==> config.mk <==
export PLATFORM = sky130hd
export DESIGN_NAME = fault_monitor_mc
export DESIGN_NICKNAME = d
export VERILOG_FILES = /design/src/rtl/fault_mon_pkg.sv /design/src/rtl/fault_mon_sev.sv /design/src/rtl/fault_monitor_mc.sv
export SDC_FILE = /design/constraint.sdc
export NUM_CORES = 1
export LEC_CHECK = 0
export CELL_PAD_IN_SITES_DETAIL_PLACEMENT = 1
export CELL_PAD_IN_SITES_GLOBAL_PLACEMENT = 1
export CORE_MARGIN = 2
export CORE_UTILIZATION = 42
export DETAILED_ROUTE_END_ITERATION = 7
export GPL_ROUTABILITY_DRIVEN = 0
export PLACE_DENSITY = 0.73
export SLEW_MARGIN = 30
export SYNTH_ARGS = -nofsm -noshare
export SYNTH_HDL_FRONTEND = slang
export SYNTH_SLANG_ARGS = --single-unit
export TNS_END_PERCENT = 20
==> constraint.sdc <==
create_clock -name clk -period 4.2 [get_ports clk]
set_input_delay 0.63 -clock clk [delete_from_list [all_inputs] [get_ports clk]]
set_output_delay 0.63 -clock clk [all_outputs]
set_load 0.02 [all_outputs]
==> src/rtl/fault_mon_pkg.sv <==
// Shared types and defaults for the multi-channel fault monitor.
// Optional sticky-severity feature is enabled with the FAULT_MON_STICKY_EN macro.
package fault_mon_pkg;

    // Baseline capture first, then continuous monitoring against the captured means.
    typedef enum logic {
        ST_BASELINE = 1'b0,
        ST_MONITOR  = 1'b1
    } state_e;

    // Severity 0 (no fault) .. 4 (worst).
    typedef logic [2:0] sev_t;

    localparam sev_t SEV_NONE = 3'd0;

    // Default severity thresholds on |mean - baseline|, strictly ascending.
    localparam int THR1_DEF = 10;
    localparam int THR2_DEF = 25;
    localparam int THR3_DEF = 50;
    localparam int THR4_DEF = 100;

    // Larger of two severities.
    function automatic sev_t sev_max(input sev_t a, input sev_t b);
        return (a > b) ? a : b;
    endfunction

endpackage

==> src/rtl/fault_mon_sev.sv <==
// Combinational severity classifier: |mean - base| against four thresholds.
module fault_mon_sev
    import fault_mon_pkg::*;
#(
    parameter int DW   = 8,
    parameter int THR1 = THR1_DEF,
    parameter int THR2 = THR2_DEF,
    parameter int THR3 = THR3_DEF,
    parameter int THR4 = THR4_DEF
) (
    input  logic [DW-1:0] mean_i,
    input  logic [DW-1:0] base_i,
    output logic [2:0]    sev_o
);

    logic [DW-1:0] diff;
    logic [31:0]   diff_w;

    // Absolute difference without a sign bit: subtract the smaller from the larger.
    always_comb begin
        diff = (mean_i >= base_i) ? (mean_i - base_i) : (base_i - mean_i);
    end

    assign diff_w = 32'(diff);

    // Highest threshold reached wins.
    always_comb begin
        sev_o = SEV_NONE;
        if      (diff_w >= 32'(THR4)) sev_o = 3'd4;
        else if (diff_w >= 32'(THR3)) sev_o = 3'd3;
        else if (diff_w >= 32'(THR2)) sev_o = 3'd2;
        else if (diff_w >= 32'(THR1)) sev_o = 3'd1;
    end

endmodule

==> src/rtl/fault_monitor_mc.sv <==
// Multi-channel windowed-mean fault monitor.
// Each channel averages 2^LOG2_DEPTH samples; the first window per channel becomes
// its baseline, later windows are graded against it by fault_mon_sev.
// Define FAULT_MON_STICKY_EN to add the clr input and fault_any/fault_max outputs,
// which remember the worst severity seen per channel.
module fault_monitor_mc
    import fault_mon_pkg::*;
#(
    parameter int CH         = 4,
    parameter int DW         = 8,
    parameter int LOG2_DEPTH = 2,
    parameter int THR1       = THR1_DEF,
    parameter int THR2       = THR2_DEF,
    parameter int THR3       = THR3_DEF,
    parameter int THR4       = THR4_DEF,
    localparam int CHW       = $clog2(CH)
) (
    input  logic           clk,
    input  logic           reset,
    input  logic           in_valid,
    input  logic [CHW-1:0] in_ch,
    input  logic [DW-1:0]  in_data,
    input  logic           rebase,
`ifdef FAULT_MON_STICKY_EN
    input  logic           clr,
    output logic           fault_any,
    output logic [2:0]     fault_max,
`endif
    output logic           base_ready,
    output logic           win_done,
    output logic           fault_valid,
    output logic [2:0]     fault_sev,
    output logic [CHW-1:0] fault_ch
);

    localparam int N  = 1 << LOG2_DEPTH;
    localparam int SW = DW + LOG2_DEPTH;   // holds N full-scale samples
    localparam int CW = LOG2_DEPTH + 1;

    state_e                  state_q, state_d;
    logic [CH-1:0][SW-1:0]   sum_q, sum_d;
    logic [CH-1:0][CW-1:0]   cnt_q, cnt_d;
    logic [CH-1:0]           done_q, done_d;
    logic [CH-1:0][DW-1:0]   base_q, base_d;

    logic [CH-1:0]           hit;    // valid sample addressed to this channel
    logic [CH-1:0]           take;   // sample actually accumulated
    logic [CH-1:0]           fin;    // sample closes this channel's window
    logic [SW-1:0]           sel_sum;
    logic [SW-1:0]           acc_sum;
    logic [DW-1:0]           sel_base;
    logic [DW-1:0]           mean;
    sev_t                    sev;
    logic                    fire;

    logic                    win_done_q, win_done_d;
    sev_t                    fault_sev_q, fault_sev_d;
    logic [CHW-1:0]          fault_ch_q, fault_ch_d;

    // Channel decode; an out-of-range index matches no channel and is dropped.
    always_comb begin
        hit      = '0;
        take     = '0;
        fin      = '0;
        sel_sum  = '0;
        sel_base = '0;
        for (int i = 0; i < CH; i++) begin
            hit[i]  = in_valid && !rebase && (in_ch == CHW'(i));
            take[i] = hit[i] && !((state_q == ST_BASELINE) && done_q[i]);
            fin[i]  = take[i] && (cnt_q[i] == CW'(N - 1));
            if (hit[i]) begin
                sel_sum  = sum_q[i];
                sel_base = base_q[i];
            end
        end
    end

    assign acc_sum = sel_sum + SW'(in_data);
    assign mean    = DW'(acc_sum >> LOG2_DEPTH);
    assign fire    = (state_q == ST_MONITOR) && (|fin);

    fault_mon_sev #(
        .DW   (DW),
        .THR1 (THR1),
        .THR2 (THR2),
        .THR3 (THR3),
        .THR4 (THR4)
    ) u_sev (
        .mean_i (mean),
        .base_i (sel_base),
        .sev_o  (sev)
    );

    // Per-channel accumulation, window close and baseline capture.
    always_comb begin
        sum_d  = sum_q;
        cnt_d  = cnt_q;
        done_d = done_q;
        base_d = base_q;
        if (rebase) begin
            sum_d  = '0;
            cnt_d  = '0;
            done_d = '0;
            base_d = '0;
        end else begin
            for (int i = 0; i < CH; i++) begin
                if (fin[i]) begin
                    sum_d[i] = '0;
                    cnt_d[i] = '0;
                    if (state_q == ST_BASELINE) begin
                        base_d[i] = mean;
                        done_d[i] = 1'b1;
                    end
                end else if (take[i]) begin
                    sum_d[i] = acc_sum;
                    cnt_d[i] = cnt_q[i] + CW'(1);
                end
            end
        end
    end

    // Window datapath registers.
    always_ff @(posedge clk or posedge reset) begin
        if (reset) begin
            sum_q  <= '0;
            cnt_q  <= '0;
            done_q <= '0;
            base_q <= '0;
        end else begin
            sum_q  <= sum_d;
            cnt_q  <= cnt_d;
            done_q <= done_d;
            base_q <= base_d;
        end
    end

    // FSM state register.
    always_ff @(posedge clk or posedge reset) begin
        if (reset) state_q <= ST_BASELINE;
        else       state_q <= state_d;
    end

    // FSM next state: leave BASELINE as soon as the last baseline lands.
    always_comb begin
        state_d = state_q;
        if (rebase)
            state_d = ST_BASELINE;
        else if ((state_q == ST_BASELINE) && (&done_d))
            state_d = ST_MONITOR;
    end

    // Report registers: pulse on a monitor completion, hold severity/channel otherwise.
    always_comb begin
        win_done_d  = fire;
        fault_sev_d = fault_sev_q;
        fault_ch_d  = fault_ch_q;
        if (fire) begin
            fault_sev_d = sev;
            fault_ch_d  = in_ch;
        end
    end

    // Report register state.
    always_ff @(posedge clk or posedge reset) begin
        if (reset) begin
            win_done_q  <= 1'b0;
            fault_sev_q <= SEV_NONE;
            fault_ch_q  <= '0;
        end else begin
            win_done_q  <= win_done_d;
            fault_sev_q <= fault_sev_d;
            fault_ch_q  <= fault_ch_d;
        end
    end

    // FSM / report outputs.
    always_comb begin
        base_ready  = (state_q == ST_MONITOR);
        win_done    = win_done_q;
        fault_valid = win_done_q && (fault_sev_q != SEV_NONE);
        fault_sev   = fault_sev_q;
        fault_ch    = fault_ch_q;
    end

`ifdef FAULT_MON_STICKY_EN
    logic [CH-1:0][2:0] smax_q, smax_d;
    sev_t               smax_all;

    // Worst severity per channel; clearing wins over a same-cycle update.
    always_comb begin
        smax_d = smax_q;
        if (clr || rebase) begin
            smax_d = '0;
        end else begin
            for (int i = 0; i < CH; i++) begin
                if (fire && fin[i] && (sev > smax_q[i]))
                    smax_d[i] = sev;
            end
        end
    end

    // Sticky severity registers.
    always_ff @(posedge clk or posedge reset) begin
        if (reset) smax_q <= '0;
        else       smax_q <= smax_d;
    end

    // Reduce to the worst severity over all channels.
    always_comb begin
        smax_all = SEV_NONE;
        for (int i = 0; i < CH; i++)
            smax_all = sev_max(smax_all, smax_q[i]);
    end

    assign fault_max = smax_all;
    assign fault_any = (smax_all != SEV_NONE);
`endif

endmodule

; ---- After elaboration in Yosys (flattened, before gate mapping)
; Cells that the tools add are included.
[classes]
addsub = 7
n_mul = 0
div_mod_pow = 0
magnitude_cmp = 5
eq_ne = 8
shifts = 0
muxes = 48
n_bitwise = 1
reduce_logical = 42
[ops]
columns = operator, n
row1 = two-way mux 10 bit, 12
row2 = two-way mux 8 bit, 10
row3 = two-way mux 40 bit, 1
row4 = two-way mux 3 bit, 11
row5 = two-way mux 32 bit, 1
row6 = logical AND 1 bit, 20
row7 = subtractor 8 bit, 2
row8 = nonzero test 3 bit, 5
row9 = adder 3 x 1 -> 3 bit (second input constant), 4
row10 = equality test 3 x 2 -> 1 bit (second input constant), 4
row11 = two-way mux 12 bit, 1
row12 = two-way mux 1 bit, 11
row13 = adder 10 x 8 -> 10 bit, 1
row14 = nonzero test 2 bit, 5
row15 = >= comparator 8 x 4 -> 1 bit (second input constant), 1
row16 = >= comparator 8 x 5 -> 1 bit (second input constant), 1
row17 = >= comparator 8 x 6 -> 1 bit (second input constant), 1
row18 = >= comparator 8 x 7 -> 1 bit (second input constant), 1
row19 = >= comparator 8 bit, 1
row20 = AND reduction 2 bit, 4
row21 = logical NOT 1 bit, 5
row22 = equality test 2 bit (second input constant), 2
row23 = two-way mux 4 bit, 1
row24 = AND reduction 4 bit, 1
row25 = 5 further kinds, 5
[word_totals]
regBits = 95
latch_bits = 0
ram_bits = 0
romBits = 0
inputBits = 14
wordCells = 128
memories = 0

; ---- Longest topological paths before layout
; Gate-level depths: netlist of run 1.
[depth]
ltp_word = 15
mapped_depth = 26
depth_no_buf = 23

; ---- Modules after synthesis
; From an unflattened synthesis of run 1, not the netlist that was laid out.
[unflattened]
cells_unflattened = 580
area_unflattened_um2 = 5905.7
[modules_own_cells]
columns = module, instances, cells_per_inst, area_each_um2, seq_area_each_um2
row1 = fault_monitor_mc, 1, 484, 5149.9, 2377.3
row2 = fault_mon_sev, 1, 96, 755.7, 0.0

; ---- Worst setup path after synthesis of run 1
; Ideal clock, no wire load.
[synth_path]
path_type = input port to flip-flop
start = input port rebase
end = register fault_sev_q[0] (netlist: fault_sev[0])
setup_ns = 0.125
arrival_time_ns = 5.270
required_ns = 4.075
setup_slack_ns = -1.195
path_stages = 26
path_buffers = 3
cell_sequence = clkbuf_1 nor4bb_1 buf_2 clkbuf_1 nand2_1 nand2_1 o21ai_0 nand2_1 ha_1 a21o_1 a21oi_1 o21bai_1 a21oi_1 o21ai_0 o2111ai_1 xnor2_1 inv_1 ha_1 nand4_1 a31o_1 nand2_1 mux2i_1 xnor2_1 or4b_1 a311oi_1 o21ai_1
[synth_via]
elab_chain_cells = 15
word_cells_on_any_way = 37
cone_classes = add/sub (3) / order compare (5) / mux (13) / reduce/logical (16)
[synth_lines]
columns = item, line
row1 = start: declaration, fault_monitor_mc.sv:23  ; input logic rebase,
row2 = logical NOT 1 bit (*), fault_monitor_mc.sv:68  ; hit[i] = in_valid && !rebase && (in_ch == CHW'(i));
row3 = logical AND 1 bit (*), fault_monitor_mc.sv:68
row4 = logical AND 1 bit, fault_monitor_mc.sv:68
row5 = two-way mux 10 bit (4 in series), fault_monitor_mc.sv:71  ; if (hit[i]) begin
row6 = adder 10 x 8 -> 10 bit, fault_monitor_mc.sv:78  ; assign acc_sum = sel_sum + SW'(in_data);
row7 = subtractor 8 bit or >= comparator 8 bit (tied branches), fault_mon_sev.sv:21  ; diff = (mean_i >= base_i) ? (mean_i - base_i) : (base_i - mean_i);
row8 = two-way mux 8 bit, fault_mon_sev.sv:21
row9 = >= comparator 8 x 4 -> 1 bit, fault_mon_sev.sv:32  ; else if (diff_w >= 32'(THR1)) sev_o = 3'd1;
row10 = two-way mux 1 bit, fault_mon_sev.sv:32
row11 = two-way mux 3 bit, fault_mon_sev.sv:31  ; else if (diff_w >= 32'(THR2)) sev_o = 3'd2;
row12 = two-way mux 3 bit, fault_mon_sev.sv:30  ; else if (diff_w >= 32'(THR3)) sev_o = 3'd3;
row13 = two-way mux 3 bit, fault_mon_sev.sv:29  ; if (diff_w >= 32'(THR4)) sev_o = 3'd4;
row14 = end signal: assignment, fault_monitor_mc.sv:171  ; fault_sev_q <= fault_sev_d;
row15 = end: declaration, fault_monitor_mc.sv:57  ; sev_t fault_sev_q, fault_sev_d;
; Every way passes the cells marked *; elsewhere a longest branch is shown, timed or not.
; A chain may end at the register's enable or synchronous reset.

; ---- Final worst setup path of run 1
[layout_path]
start = input port in_ch[0]
end = register fault_sev_q[0] (netlist: fault_sev[0])
[layout_via]
elab_chain_cells = 14
word_cells_on_any_way = 39
cone_classes = add/sub (3) / order compare (5) / eq/ne (3) / mux (13) / reduce/logical (15)
[layout_lines]
columns = item, line
row1 = start: declaration, fault_monitor_mc.sv:21  ; input logic [CHW-1:0] in_ch,
row2 = logical NOT 2 bit, fault_monitor_mc.sv:68
row3 = logical AND 1 bit, fault_monitor_mc.sv:68
row4 = two-way mux 10 bit (4 in series), fault_monitor_mc.sv:71
row5 = adder 10 x 8 -> 10 bit, fault_monitor_mc.sv:78
row6 = subtractor 8 bit or >= comparator 8 bit (tied branches), fault_mon_sev.sv:21
row7 = two-way mux 8 bit, fault_mon_sev.sv:21
row8 = >= comparator 8 x 4 -> 1 bit, fault_mon_sev.sv:32
row9 = two-way mux 1 bit, fault_mon_sev.sv:32
row10 = two-way mux 3 bit, fault_mon_sev.sv:31
row11 = two-way mux 3 bit, fault_mon_sev.sv:30
row12 = two-way mux 3 bit, fault_mon_sev.sv:29
; Parallel ways exist; a longest one is shown, timed or not.

==> results of run 1 <==
-- state kept, by name, summed over array words and instances, names as in the netlist --
register,cells
fault_ch,2
cnt_q,12
sum_q,40
base_ready,1
fault_sev,3
win_done,1
base_q,32
done_q,4
-- worst max path at each step --
stage / slack, ns / from / end
finish: -0.69 / in_ch[0] / fault_sev[0]
global route: -0.92 / in_ch[1] / fault_sev[0]
CTS: -0.47 / in_ch[0] / fault_sev[0]
detailed placement: -1.47 / in_ch[0] / fault_sev[1]
global placement: -1.13 / in_ch[1] / fault_sev[1]
floorplan: -0.79 / rebase / fault_sev[0]
-- worst max-delay path, stage by stage --
cell and delay (ns):
buf_8 0.10, nor4bb_4 0.16, buf_4 0.16, buf_6 0.12
nand2_2 0.04, nand2_1 0.05, o21ai_1 0.10, nand2_1 0.08
ha_2 0.19, fa_2 0.38, a21o_1 0.20, a21oi_2 0.15
o21bai_1 0.10, a21oi_2 0.19, o21ai_1 0.11, xor2_1 0.20
ha_1 0.37, nand4_1 0.16, buf_4 0.18, a31oi_4 0.23
nor2_4 0.07, a211oi_4 0.31, nor2_4 0.06, or4b_4 0.49
a311oi_2 0.22, o21ai_1 0.09
-- cell type report --
type                            count  area, um^2
Fill cell                        1479        5430
Multi-Input combinational cell    461        3050
Sequential cell                    95        2380
Timing Repair Buffer              126        1030
Clock buffer                       14         264
Tap cell                          172         215
Inverter                           30         118
Clock inverter                      2        38.8
-- metrics by stage --
step | util [%] | TNS (ns) | area (um^2) | cells
floorplan | - | -2.11 | 5410 | 611
global placement | 50.3 | -3.36 | 6290 | 857
detailed placement | 50.3 | -4.05 | 6290 | 857
CTS | 55.3 | -1.28 | 6920 | 895
global route | 56.6 | -2.64 | 7090 | 900
finish | 56.6 | -2.02 | 7090 | 900
-- routing by layer --
metal,part of all wire [%],vias up
li1,-,2334
met1,42,2613
met2,49,146
met3,4.0,58
met4,4.2,0
met5,0,-
-- placed cells by master (no fill, tap or decap), drive strengths merged, types with 10 or more instances in the layout --
master / count
clkdlybuf4s50: 17
ha: 27
nand2: 127
inv: 27
xnor2: 10
a21oi: 53
o21ai: 74
dfrtp: 95
nand3b: 13
a211oi: 10
o21a: 10
nor2: 41
buf: 109
clkbuf: 14
-- timing repair --
item	CTS	global route
endpoints found under the setup margin	3	3
resized for setup	53	23
pin swaps	41	23
buffers inserted	22	5
-- power breakdown --
group	internal, W	leakage, nW	switching [W]	total [W]
Sequential	0.000929	1.32	0.00000940	0.000939
Combinational	0.000313	1.88	0.000381	0.000695
Clock	0.000497	0.147	0.000364	0.000860
-- kinds of logic after synthesis --
logic type                 share of synthesized area, %
and+or+nand+nor                                    19.1
adders and majority gates                          7.47
buffers and inverters                              4.14
xor gates and xnor gates                           2.30
AOI/OAI and AO/OA                                  21.4
DFF                                                44.6
muxes                                             0.987
==> results.tsv, run 1 <==
metric	value	unit
Skew-Pair Late Insertion Delay	0.36	ns
Hold Violations, Final	0	
die height	117	um
GR Util met2	50.0	%
Yosys cell types	59	
die area	0.0136	mm^2
most numerous cell in the Yosys netlist	nand2_1	
total of max-cap violations	0	
CP endpoint kind	flop	
CP Launch Type	input pin	
leakage	3.34	nW
Routed Wire Length	19600	um
normalized max-slew margin	37.6	%
vias in the first global route	5554	
clock-pin slew on the worst setup and hold paths	0.07	ns
nets	767	
Worst Path Max Fanout	4	
Worst Reg-to-Reg Cells	22	
Root Buffer	clkbuf_16	
Max IR drop VDD	188	uV
grt ovf	0	
main area contributors after synthesis	dfrtp_1, nand2_1, o21ai_0, ha_1, a21oi_1	
status	finished with violations	
Max H-tree Level	3	
clock sinks	95	
die width	117	um
RR Startpoint	sum_q[0]	
sequential share of the synthesized area	44.6	%
DRC	0	
DRT antenna net count	0	
Crit Path Category	input pin to flop	
Total GRT Usage	29.5	%
vias	5151	
Initial Util	42.5	%
pre-CTS setup slack	-1.47	ns
Worst-Margin Slew	0.932	ns
Max Clk Rate	204	MHz
GR peak layer	met2	
Vias/cell	5.72	
final setup margin	-0.694	ns
worst hold path depth	2	
Setup Skew	0.00600	ns
Synth Instances	611	
Tot Pwr	0.00249	W
GR Util met3	4.41	%
syn nets	655	
Iteration-0 DRC Markers	301	
fin. max-slew vios	0	
row count	41	
synth warn	0	
ys flop type	dfrtp_1	
TritonCTS clock tree	done	
dpl hpwl	12500	um
Yosys top cell by area	dfrtp_1	
largest net degree at the start of global routing	79	
WHS	0.483	ns
n_diodes	0	
R2R Path End	fault_sev[0]	
Synth Register Bits	95	
average size of a mapped cell	8.72	um^2
Max clock buf depth	2	
final worst-path cycle share	117	%
DR WL/cell	21.8	um
Core Region	0.0125	mm^2
Hold Path Class	flop to flop	
initial antenna violation count	0	
RSZ-0062 raised after global routing	yes	
min Tclk post-route	4.89	ns
first-pass GRT wire length	29900	um
Area growth syn-to-layout	33.1	%
Finish-stage setup viols	3	
PD cells	352	mW/mm^2
number of synthesized flops with an enable pin	0	
fraction of layout cells with a size suffix above 1	24.3	%
met1 global-route usage	37.2	%
clock buffer count from CTS	9	
synthesized area	0.00533	mm^2
First-pass DRT Iterations	5	
Arrival @ worst endpoint	5.13	ns
Min-Delay Endpoint	sum_q[7]	
CTS Hold Bufs	0	
R2R setup slack	-0.41	ns
failing checks	setup timing	
critical path required time	4.44	ns
I/O Buffers	21	
Synth top cells by count	nand2_1, dfrtp_1, o21ai_0	
post-synth top area share	44.6	%
io pins	22	
worst hold start	sum_q[7]	
ys async rst share	100	%
No activity file was read; power rests on OpenSTA's default activity.
==> run 2, diff against run 1 <==
GPL_ROUTABILITY_DRIVEN = default   (was 0)
HOLD_SLACK_MARGIN = 0.08   (was default)
SETUP_SLACK_MARGIN = 0.5   (was default)
==> results of run 2 <==
Same layout as run 1: the final DEF is identical, and so are final timing and power.
